===== src/rtl/prio_encoder_reg.sv =====
// rtl/prio_encoder_reg.sv - registered priority encoder with valid/ready output stage
// Define PRIO_ENC_RR_EN for round-robin priority; otherwise the lowest set index wins.
module prio_encoder_reg #(
  parameter  int WIDTH  = 8,
  localparam int CODE_W = $clog2(WIDTH)
) (
  input  logic              clk,
  input  logic              rst,
  input  logic [WIDTH-1:0]  sel,
  input  logic              in_valid,
  output logic              in_ready,
  output logic [CODE_W-1:0] code,
  output logic              none,
  output logic              out_valid,
  input  logic              out_ready
);

  localparam logic [CODE_W:0] WIDTH_C = (CODE_W+1)'(WIDTH);

  logic [CODE_W-1:0] code_q, code_d;
  logic              none_q, none_d;
  logic              valid_q, valid_d;
  logic              accept;
  logic [WIDTH-1:0]  rot;
  logic [CODE_W-1:0] base;
  logic              found;
  logic [CODE_W-1:0] enc_code;

`ifdef PRIO_ENC_RR_EN
  logic [CODE_W-1:0]  ptr_q, ptr_d;
  logic [2*WIDTH-1:0] dbl;
  logic [CODE_W:0]    sum;
  logic [CODE_W:0]    nxt;

  // Rotate so that bit 0 of rot is the request at ptr; the fixed search below then
  // finds the first request at or after ptr, and ptr is added back modulo WIDTH.
  always_comb begin
    dbl = {sel, sel} >> ptr_q;
    rot = dbl[WIDTH-1:0];
  end

  always_comb begin
    sum = {1'b0, base} + {1'b0, ptr_q};
    if (sum >= WIDTH_C) begin
      sum = sum - WIDTH_C;
    end
    enc_code = found ? sum[CODE_W-1:0] : '0;
  end

  always_comb begin
    nxt = {1'b0, enc_code} + (CODE_W+1)'(1);
    if (nxt == WIDTH_C) begin
      nxt = '0;
    end
    ptr_d = (accept && found) ? nxt[CODE_W-1:0] : ptr_q;
  end

  always_ff @(posedge clk) begin
    if (rst) begin
      ptr_q <= '0;
    end else begin
      ptr_q <= ptr_d;
    end
  end
`else
  always_comb begin
    rot      = sel;
    enc_code = base;
  end
`endif

  // Descending scan: the last hit assigned is the lowest set index.
  always_comb begin
    found = 1'b0;
    base  = '0;
    for (int i = WIDTH - 1; i >= 0; i--) begin
      if (rot[i]) begin
        found = 1'b1;
        base  = CODE_W'(i);
      end
    end
  end

  always_comb begin
    in_ready = !valid_q || out_ready;
    accept   = in_valid && in_ready;
  end

  always_comb begin
    code_d  = code_q;
    none_d  = none_q;
    valid_d = valid_q;
    if (accept) begin
      code_d  = enc_code;
      none_d  = !found;
      valid_d = 1'b1;
    end else if (out_ready) begin
      valid_d = 1'b0;
    end
  end

  always_ff @(posedge clk) begin
    if (rst) begin
      code_q  <= '0;
      none_q  <= 1'b0;
      valid_q <= 1'b0;
    end else begin
      code_q  <= code_d;
      none_q  <= none_d;
      valid_q <= valid_d;
    end
  end

  always_comb begin
    code      = code_q;
    none      = none_q;
    out_valid = valid_q;
  end

endmodule


===== config.mk =====
export PLATFORM = sky130hd
export DESIGN_NAME = prio_encoder_reg
export DESIGN_NICKNAME = d
export VERILOG_FILES = /design/src/rtl/prio_encoder_reg.sv
export SDC_FILE = /design/constraint.sdc
export NUM_CORES = 1
export LEC_CHECK = 0
export CORE_AREA = 2 2 39 41
export CTS_CLUSTER_SIZE = 40
export DETAILED_ROUTE_END_ITERATION = 7
export DIE_AREA = 0 0 41 43
export GPL_TIMING_DRIVEN = 1
export PLACE_DENSITY_LB_ADDON = 0.12
export SLEW_MARGIN = 20
export SYNTH_ARGS = -nofsm -noshare
export SYNTH_HDL_FRONTEND = slang
export SYNTH_SLANG_ARGS = --single-unit

===== constraint.sdc =====
create_clock -name clk -period 1.85 [get_ports clk]
set_input_delay 0.37 -clock clk [delete_from_list [all_inputs] [get_ports clk]]
set_output_delay 0.37 -clock clk [all_outputs]
set_load 0.05 [all_outputs]

==> out/qor.csv, run 1 <==
stage,metric,value,unit
run_status,status,completed,
critical_path,type of origin of the critical path,input pin,
place,dpl cells,66,
cts,postcts setup bufs,0,
synthesis,"Async S/R FF share, synth",0,%
sta,post-route setup TNS,0,ns
critical_path,Required @ worst endpoint,1.48,ns
synthesis,largest area contributor in the netlist,dfxtp_1,
cells_and_area,fin area,495,sq um
synthesis,Yosys reg bits,5,
sta,minimum clock period,1.52,ns
synthesis,top-count cell post-synth,dfxtp_1,
synthesis,share of the synthesized area in the top cell type,38.6,%
cts,post-cts resize count,0,
synthesis,top post-synthesis cells by area,"dfxtp_1, nand3b_1, a21oi_1, o21ai_0, or4b_4",
cts,"CTS clk-pin slew, worst paths",0.04,ns
cells_and_area,Antenna diodes,0,
floorplan,die area,1760,sq um
synthesis,syn nets,42,
synthesis,Mapped Area,259,sq um
min_path,Worst Hold Class,reg2reg,
route,Avg Vias per Cell,4.49,
critical_path,CP arrival,1.15,ns
synthesis,Syn Area/Cell,8.63,sq um
sta,# setup viols final,0,
cts,CTS tree,done,
global_routing,total gr overflow,0,
cts,H-tree Lvls,1,
route,DRC,0,
critical_path,Setup CP Type,in2out,
cts,clock buffer count from CTS,3,
route,Routed Antenna Nets,0,
critical_path,CP Buf/Inv Count,2,
cells_and_area,P&R area growth vs syn,91.3,%
place,PortBufs,17,
power,Leakage Power,0.203,nW
synthesis,Yosys warning count,0,
global_routing,pin count of the biggest net entering global routing,7,
floorplan,starting density of the core,18.7,%
place,routability cong.,0.729,
cts,CTS Hold Buffers Added,0,
cts,Worst-Skew Late Latency,0.24,ns
sta,"Worst Setup Slack, final",0.330,ns
place,DP HPWL,593,microns
sta,Peak Freq,658,MHz
synthesis,number of enable flip-flop cells after synthesis,0,
critical_path,crit-path max FO,4,
global_routing,vias in the first global route,296,
sta,fin crit share,82.1,%
global_routing,Total GRT Usage,9.73,%
global_routing,initial antenna violation count,0,
critical_path,CP endpoint kind,primary output,
route,drt first pass iters,2,
sta,worst-margin pin slew,0.347,ns
synthesis,post-synth cell types,16,
synthesis,Commonest cells post-synth,"dfxtp_1, a21oi_1, inv_1, nand3b_1, o21ai_0",
cts,Root Driver,clkbuf_4,
sta,final hold vios,0,
cells_and_area,Post-Layout Cell Count,70,
critical_path,"slowest stage delay, CP",0.39,ns
floorplan,DIE WIDTH,41,microns
cts,worst-case clock buffer depth,2,
sta,Max-slew headroom,76.6,%
power,Max IR drop VDD,366,uV
job,Max Cap Viol,0,
synthesis,sequential share of the synthesized area,38.6,%
place,dpl ws,0.104,ns
floorplan,core outline area,1380,sq um
floorplan,Die H,43,microns
route,Routed WL,703,microns
route,routed len/inst,10.0,microns
floorplan,I/O pins,18,
critical_path,worst path cell trace,clkdlybuf4s50_1 -> nand2b_2 -> buf_12,
sta,max-slew violation count,0,
synthesis,Synth Flop Type,dfxtp_1,
place,placed inst area,469,sq um
cts,clock sink count,5,
critical_path,Crit-path slowest cell,clkdlybuf4s50_1,
route,1st-iter DRT viols,2,
cells_and_area,share of cells above drive strength 1,31.5,%
global_routing,first-pass GRT wire length,1160,microns
route,via count,314,
power,Power Dens Cells,644,nW/um^2
sta,Max Clock Skew,0.000968,ns
sta,RSZ-0062 raised after global routing,false,
cells_and_area,Nets,67,
critical_path,CP top delay family,buffers and inverters,
floorplan,Rows,14,
synthesis,synthesized instance count,30,
sta,hold_ws,0.446,ns
stage by stage:
| step | util (%) | total power, mW |
|---|---|---|
| 6_report | 35.8 | 0.319 |
| 5_1_grt | 35.8 | 0.337 |
| 4_1_cts | 35.8 | 0.324 |
| 3_5_place_dp | 33.9 | 0.195 |
| 3_3_place_gp | 33.9 | 0.195 |
| 2_1_floorplan | - | 0.148 |
cells by family after synthesis:
group / after synthesis / synth area share, %
compound gates: 10 / 26.1
flops: 5 / 38.6
buf+inv: 3 / 4.35
simple gates: 12 / 30.9
worst reg2reg max path: cells and delay by family, from the launching register on:
| family | cells | cell delay (ns) |
|---|---|---|
| flops | 1 | 0.31 |
| compound gates | 2 | 0.51 |
| simple gates | 2 | 0.21 |
area by class of cell:
cell class | count | area (sq um)
Multi-Input combinational cell | 22 | 148
Sequential cell | 5 | 100
Timing Repair Buffer | 20 | 190
Clock buffer | 4 | 26.3
Inverter | 3 | 11.3
Tap cell | 16 | 20.0
Fill cell | 140 | 888
flip-flops by register name (all words and copies together) (netlist names):
name / cells
code: 3
none: 1
out_valid: 1
worst paths after layout:
path,from,endpoint,slack (ns),depth (start not counted)
setup reg to reg,out_valid,code[1],0.77,4
setup / recovery,out_ready,in_ready,0.33,3
hold / removal,code[1],code[1],0.45,2
hold reg to reg,code[1],code[1],0.45,2
layer usage:
| layer | track usage [%] | up-vias | wire length, microns |
|---|---|---|---|
| met5 | 0 | - | 0 |
| li1 | - | 159 | - |
| met1 | 11.5 | 142 | 322 |
| met2 | 14.4 | 13 | 322 |
| met4 | 0 | 0 | 0 |
| met3 | 7.85 | 0 | 57 |
placed cells by master (no fill, tap or decap), drive strengths merged:
cell           count
or4b               1
nor2               3
a2111o             1
clkdlybuf4s50     11
a21oi              4
nor4               1
nand3b             3
inv                3
dfxtp              5
nand3              1
o31ai              1
nand2              2
o21ai              3
o41ai              1
nand2b             1
buf                9
clkbuf             4
power breakdown:
group / internal, mW / switching, mW
clock network: 0.0815 / 0.0440
logic: 0.0409 / 0.0386
registers: 0.112 / 0.00195
total: 0.234 / 0.0846
No activity file was read; power rests on OpenSTA's default activity.
==> run 2: changes to the inputs <==
Clock period 1.85 ns to 1.5 ns, I/O delays scaled along.
==> run 2 against run 1 <==
Power rose by 32%. Count of clock-buffer cells in the layout unchanged. Cell area grew 23%. Critical path type unchanged. Largest power group unchanged.
==> out/qor.csv, run 2 (synthesis gave the netlist of run 1 again) <==
stage,metric,value,unit
run_status,status,completed,
global_routing,total gr overflow,0,
global_routing,pin count of the biggest net entering global routing,7,
critical_path,CP endpoint kind,primary output,
cells_and_area,share of cells above drive strength 1,38.3,%
route,via count,338,
route,1st-iter DRT viols,1,
cts,postcts setup bufs,0,
cts,clock sink count,5,
cts,worst-case clock buffer depth,2,
floorplan,core outline area,1380,sq um
sta,Max Clock Skew,0.00487,ns
sta,max-slew violation count,0,
route,Routed WL,809,microns
cells_and_area,"commonest non-fill, non-tap cells in the layout","clkdlybuf4s50_1, buf_4, buf_12, dfxtp_1, a21oi_1",
route,total length of routed met3 wires,86,microns
cells_and_area,Post-Layout Cell Count,76,
route,DR WL met2,429,microns
floorplan,starting density of the core,18.7,%
critical_path,Worst Setup SP,out_ready,
route,Avg Vias per Cell,4.45,
cells_and_area,P&R area growth vs syn,135,%
place,PortBufs,17,
route,Met1 Wirelength,293,microns
critical_path,Critical Path Sink,in_ready,
cts,Worst-Skew Late Latency,0.24,ns
floorplan,I/O pins,18,
sta,post-route setup TNS,0,ns
route,DRC,0,
critical_path,crit-path max FO,3,
power,Leakage Power,0.251,nW
route,drt first pass iters,2,
route,routed len/inst,10.6,microns
cts,clock buffer count from CTS,3,
cells_and_area,Nets,73,
cts,Root Driver,clkbuf_4,
place,routability cong.,0.772,
global_routing,first-pass GRT wire length,1280,microns
cells_and_area,"commonest non-fill, non-tap cell in the layout",clkdlybuf4s50_1,
global_routing,Total GRT Usage,11.0,%
sta,fin crit share,96.6,%
cells_and_area,FF+latch area,100,sq um
global_routing,initial antenna violation count,0,
route,Routed Antenna Nets,0,
sta,RSZ-0062 raised after global routing,false,
cells_and_area,Antenna diodes,0,
critical_path,type of origin of the critical path,input pin,
floorplan,DIE WIDTH,41,microns
cells_and_area,# fillers,139,
sta,# setup viols final,0,
critical_path,Register-to-Register Path Depth,4,
place,dpl cells,72,
power,Power Dens Cells,692,nW/um^2
job,Max Cap Viol,0,
cts,post-cts resize count,0,
critical_path,Required @ worst endpoint,1.20,ns
sta,final hold vios,0,
cells_and_area,multi-input logic area,153,sq um
place,DP HPWL,698,microns
route,Max Used Layer,met3,
sta,worst-margin pin slew,0.357,ns
power,Max IR drop VDD,463,uV
cts,CTS tree,done,
critical_path,Critical R2R Capture,code[0],
critical_path,R2R Setup Slk,0.40,ns
critical_path,Setup CP Type,in2out,
cts,"CTS clk-pin slew, worst paths",0.04,ns
cells_and_area,utilization after layout,43.9,%
floorplan,die area,1760,sq um
min_path,Worst Hold Class,reg2reg,
cts,H-tree Lvls,1,
sta,Peak Freq,690,MHz
floorplan,Rows,14,
floorplan,Die H,43,microns
critical_path,CP arrival,1.15,ns
cts,CTS Hold Buffers Added,0,
critical_path,RR Startpoint,out_valid,
cells_and_area,max reg flops,3,
sta,minimum clock period,1.45,ns
global_routing,vias in the first global route,326,
sta,Max-slew headroom,76.0,%
-- run 2: cell types whose count changed in the layout (fill, tap and decap cells not counted) --
cell / change
nand2b_2: -1
buf_4: +1
nand2b_4: +1
buf_12: +5
-- run 2: how the worst min path moves through the flow --
stage | start | end | slack (ns) | cells past startpoint
final | code[1] | code[1] | 0.48 | 2
after global routing | code[1] | code[1] | 0.51 | 2
after CTS | code[1] | code[1] | 0.49 | 2
after detailed placement | code[1] | code[1] | 0.48 | 2
after global placement | code[1] | code[1] | 0.48 | 2
after floorplan | rst | code[1] | 0.37 | 1
-- run 2: per-layer routing --
layer | track usage, % | up-vias
li1 | - | 170
met1 | 11.0 | 154
met2 | 17.5 | 14
met3 | 9.95 | 0
met4 | 0 | 0
met5 | 0 | -
-- run 2: layout make-up --
cell class	count	area share (%)
flip-flops and latches	5	16.5
multi-input cells	22	25.1
well taps	16	3.29
repair buffers	26	49.0
inverters	3	1.85
clock buffers	4	4.32
-- run 2: per-stage QoR --
stage               power, mW  cell area (sq um)  hold WS (ns)  setup slack (ns)
global route            0.444                608         0.508            0.0286
global placement        0.268                582         0.483            -0.122
detailed placement      0.270                582         0.485            -0.174
CTS                     0.427                608         0.490            0.0436
floorplan               0.184                264         0.369            0.0717
finish                  0.421                608         0.485            0.0505
-- run 2: power by group --
group	internal (mW)	leakage (nW)	switching [mW]
Combinational	0.0724	0.196	0.0509
Clock	0.100	0.0150	0.0534
Sequential	0.138	0.0408	0.00549
-- run 2: worst max-delay path, cell delays in order --
cell and delay (ns):
clkdlybuf4s50_1 0.47, nand2b_4 0.13, buf_4 0.13, buf_12 0.13
==> run 3: changes to the inputs <==
Clock period 1.5 ns to 1.2 ns, I/O delays scaled along.
==> run 3 against run 2 <==
Power grew 23%. Die area is the same. Combinational power grew 21%. Core utilization grew 0.90 points. Count of clock-buffer cells in the layout is the same. Critical path type is now in2reg. Highest routed layer unchanged.
==> out/qor.csv, run 3 (synthesis gave the netlist of run 1 again) <==
stage,metric,value,unit
global_routing,first-pass GRT wire length,1290,microns
cells_and_area,utilization after layout,44.8,%
route,Routed Antenna Nets,0,
critical_path,CP top delay family,compound AO/OA/AOI/OAI gates,
critical_path,RR Startpoint,out_valid,
cts,Root Driver,clkbuf_4,
cells_and_area,multi-input logic area,169,sq um
critical_path,Worst Setup SP,sel[6],
critical_path,CP Buf/Inv Count,1,
cells_and_area,"commonest non-fill, non-tap cell in the layout",buf_4,
place,PortBufs,17,
cells_and_area,FF+latch area,104,sq um
floorplan,DIE WIDTH,41,microns
route,DRC,0,
cells_and_area,max reg flops,3,
cts,worst-case clock buffer depth,2,
cells_and_area,Antenna diodes,0,
run_status,status,completed,
place,placed inst area,591,sq um
cts,CTS Hold Buffers Added,0,
critical_path,Crit-path slowest cell,clkdlybuf4s50_1,
cts,CTS tree,done,
cts,clock sink count,5,
place,routability cong.,0.770,
cts,Worst-Skew Late Latency,0.24,ns
power,Leakage Power,0.280,nW
sta,Peak Freq,859,MHz
power,Power Dens Cells,836,nW/um^2
cells_and_area,"commonest non-fill, non-tap cells in the layout","buf_4, dlygate4sd2_1, buf_12, dfxtp_1",
floorplan,die area,1760,sq um
min_path,Worst Hold Class,in2reg,
global_routing,pin count of the biggest net entering global routing,7,
power,Max IR drop VDD,719,uV
critical_path,Critical Path Sink,code[1],
cells_and_area,P&R area growth vs syn,140,%
floorplan,core outline area,1380,sq um
route,drt first pass iters,2,
critical_path,worst path cell trace,clkdlybuf4s50_1 -> o21ai_0 -> a2111o_1 -> a21oi_2,
critical_path,"slowest stage delay, CP",0.50,ns
sta,"Worst Setup Slack, final",0.0353,ns
sta,Max Clock Skew,0.00267,ns
sta,final hold vios,0,
route,routed len/inst,10.9,microns
sta,worst-margin pin slew,0.355,ns
cells_and_area,Post-Layout Cell Count,76,
critical_path,R2R Setup Slk,0.18,ns
cts,clock buffer count from CTS,3,
critical_path,Critical R2R Capture,code[1],
critical_path,Setup CP Type,in2reg,
cells_and_area,# fillers,138,
critical_path,Required @ worst endpoint,1.37,ns
global_routing,initial antenna violation count,0,
floorplan,I/O pins,18,
sta,minimum clock period,1.16,ns
critical_path,cell depth of the worst setup path,4,
sta,max-slew violation count,0,
place,dpl ws,-0.416,ns
route,Avg Vias per Cell,4.54,
route,1st-iter DRT viols,1,
global_routing,vias in the first global route,349,
global_routing,Total GRT Usage,11.2,%
cts,"CTS clk-pin slew, worst paths",0.04,ns
floorplan,Rows,14,
sta,post-route setup TNS,0,ns
cells_and_area,share of cells above drive strength 1,43.3,%
place,DP HPWL,729,microns
floorplan,Die H,43,microns
critical_path,CP arrival,1.34,ns
critical_path,type of origin of the critical path,input pin,
critical_path,Register-to-Register Path Depth,4,
cells_and_area,Nets,73,
cells_and_area,fin area,621,sq um
job,Max Cap Viol,0,
sta,Max-slew headroom,76.1,%
sta,# setup viols final,0,
route,via count,345,
place,dpl cells,72,
global_routing,total gr overflow,0,
cts,H-tree Lvls,1,
critical_path,CP endpoint kind,flop,
floorplan,starting density of the core,18.7,%
route,Routed WL,831,microns
critical_path,crit-path max FO,3,
sta,fin crit share,97.1,%
==> run 3: area by class of cell <==
type,count,area share [%]
clock buffers,4,4.23
repair buffers,26,46.8
inverters,3,1.81
well taps,16,3.23
flip-flops and latches,5,16.7
multi-input cells,22,27.2
==> run 3: report_power, final <==
| part | internal (mW) | switching, mW |
|---|---|---|
| logic | 0.0818 | 0.0671 |
| clock network | 0.125 | 0.0651 |
| registers | 0.172 | 0.00699 |
| total | 0.379 | 0.139 |
==> run 3: worst min path at each step <==
stage               startpoint        end  slack (ns)  depth (start not counted)
detailed placement     code[1]    code[1]        0.49                          2
CTS                     sel[0]    code[2]        0.44                          3
global route               rst    code[2]        0.37                          3
finish                     rst    code[2]        0.35                          3
global placement       code[1]    code[1]        0.48                          2
floorplan                  rst  out_valid        0.30                          1
==> run 3: repair_timing <==
item,4_1_cts,5_1_grt
setup endpoints to repair,5,4
setup buffers,1,0
hold endpoints to repair,0,0
pin swaps,3,2
gates resized for setup,8,3
==> run 3: per-layer routing <==
| layer | GRT usage, % | part of all wire, % |
|---|---|---|
| met5 | 0 | 0 |
| met4 | 0 | 0 |
| met3 | 9.42 | 7.6 |
| met2 | 19.1 | 55 |
| met1 | 10.3 | 37 |
==> run 3: through the flow <==
stage	hold WS [ns]	power, mW
floorplan	0.299	0.231
global placement	0.483	0.335
detailed placement	0.485	0.339
CTS	0.436	0.526
global route	0.374	0.547
finish	0.348	0.519
==> run 3: tightest hold or removal path, stage by stage <==
cell and delay [ns]:
dlymetal6s2s_1 0.11, or4b_4 0.14, o31ai_2 0.05
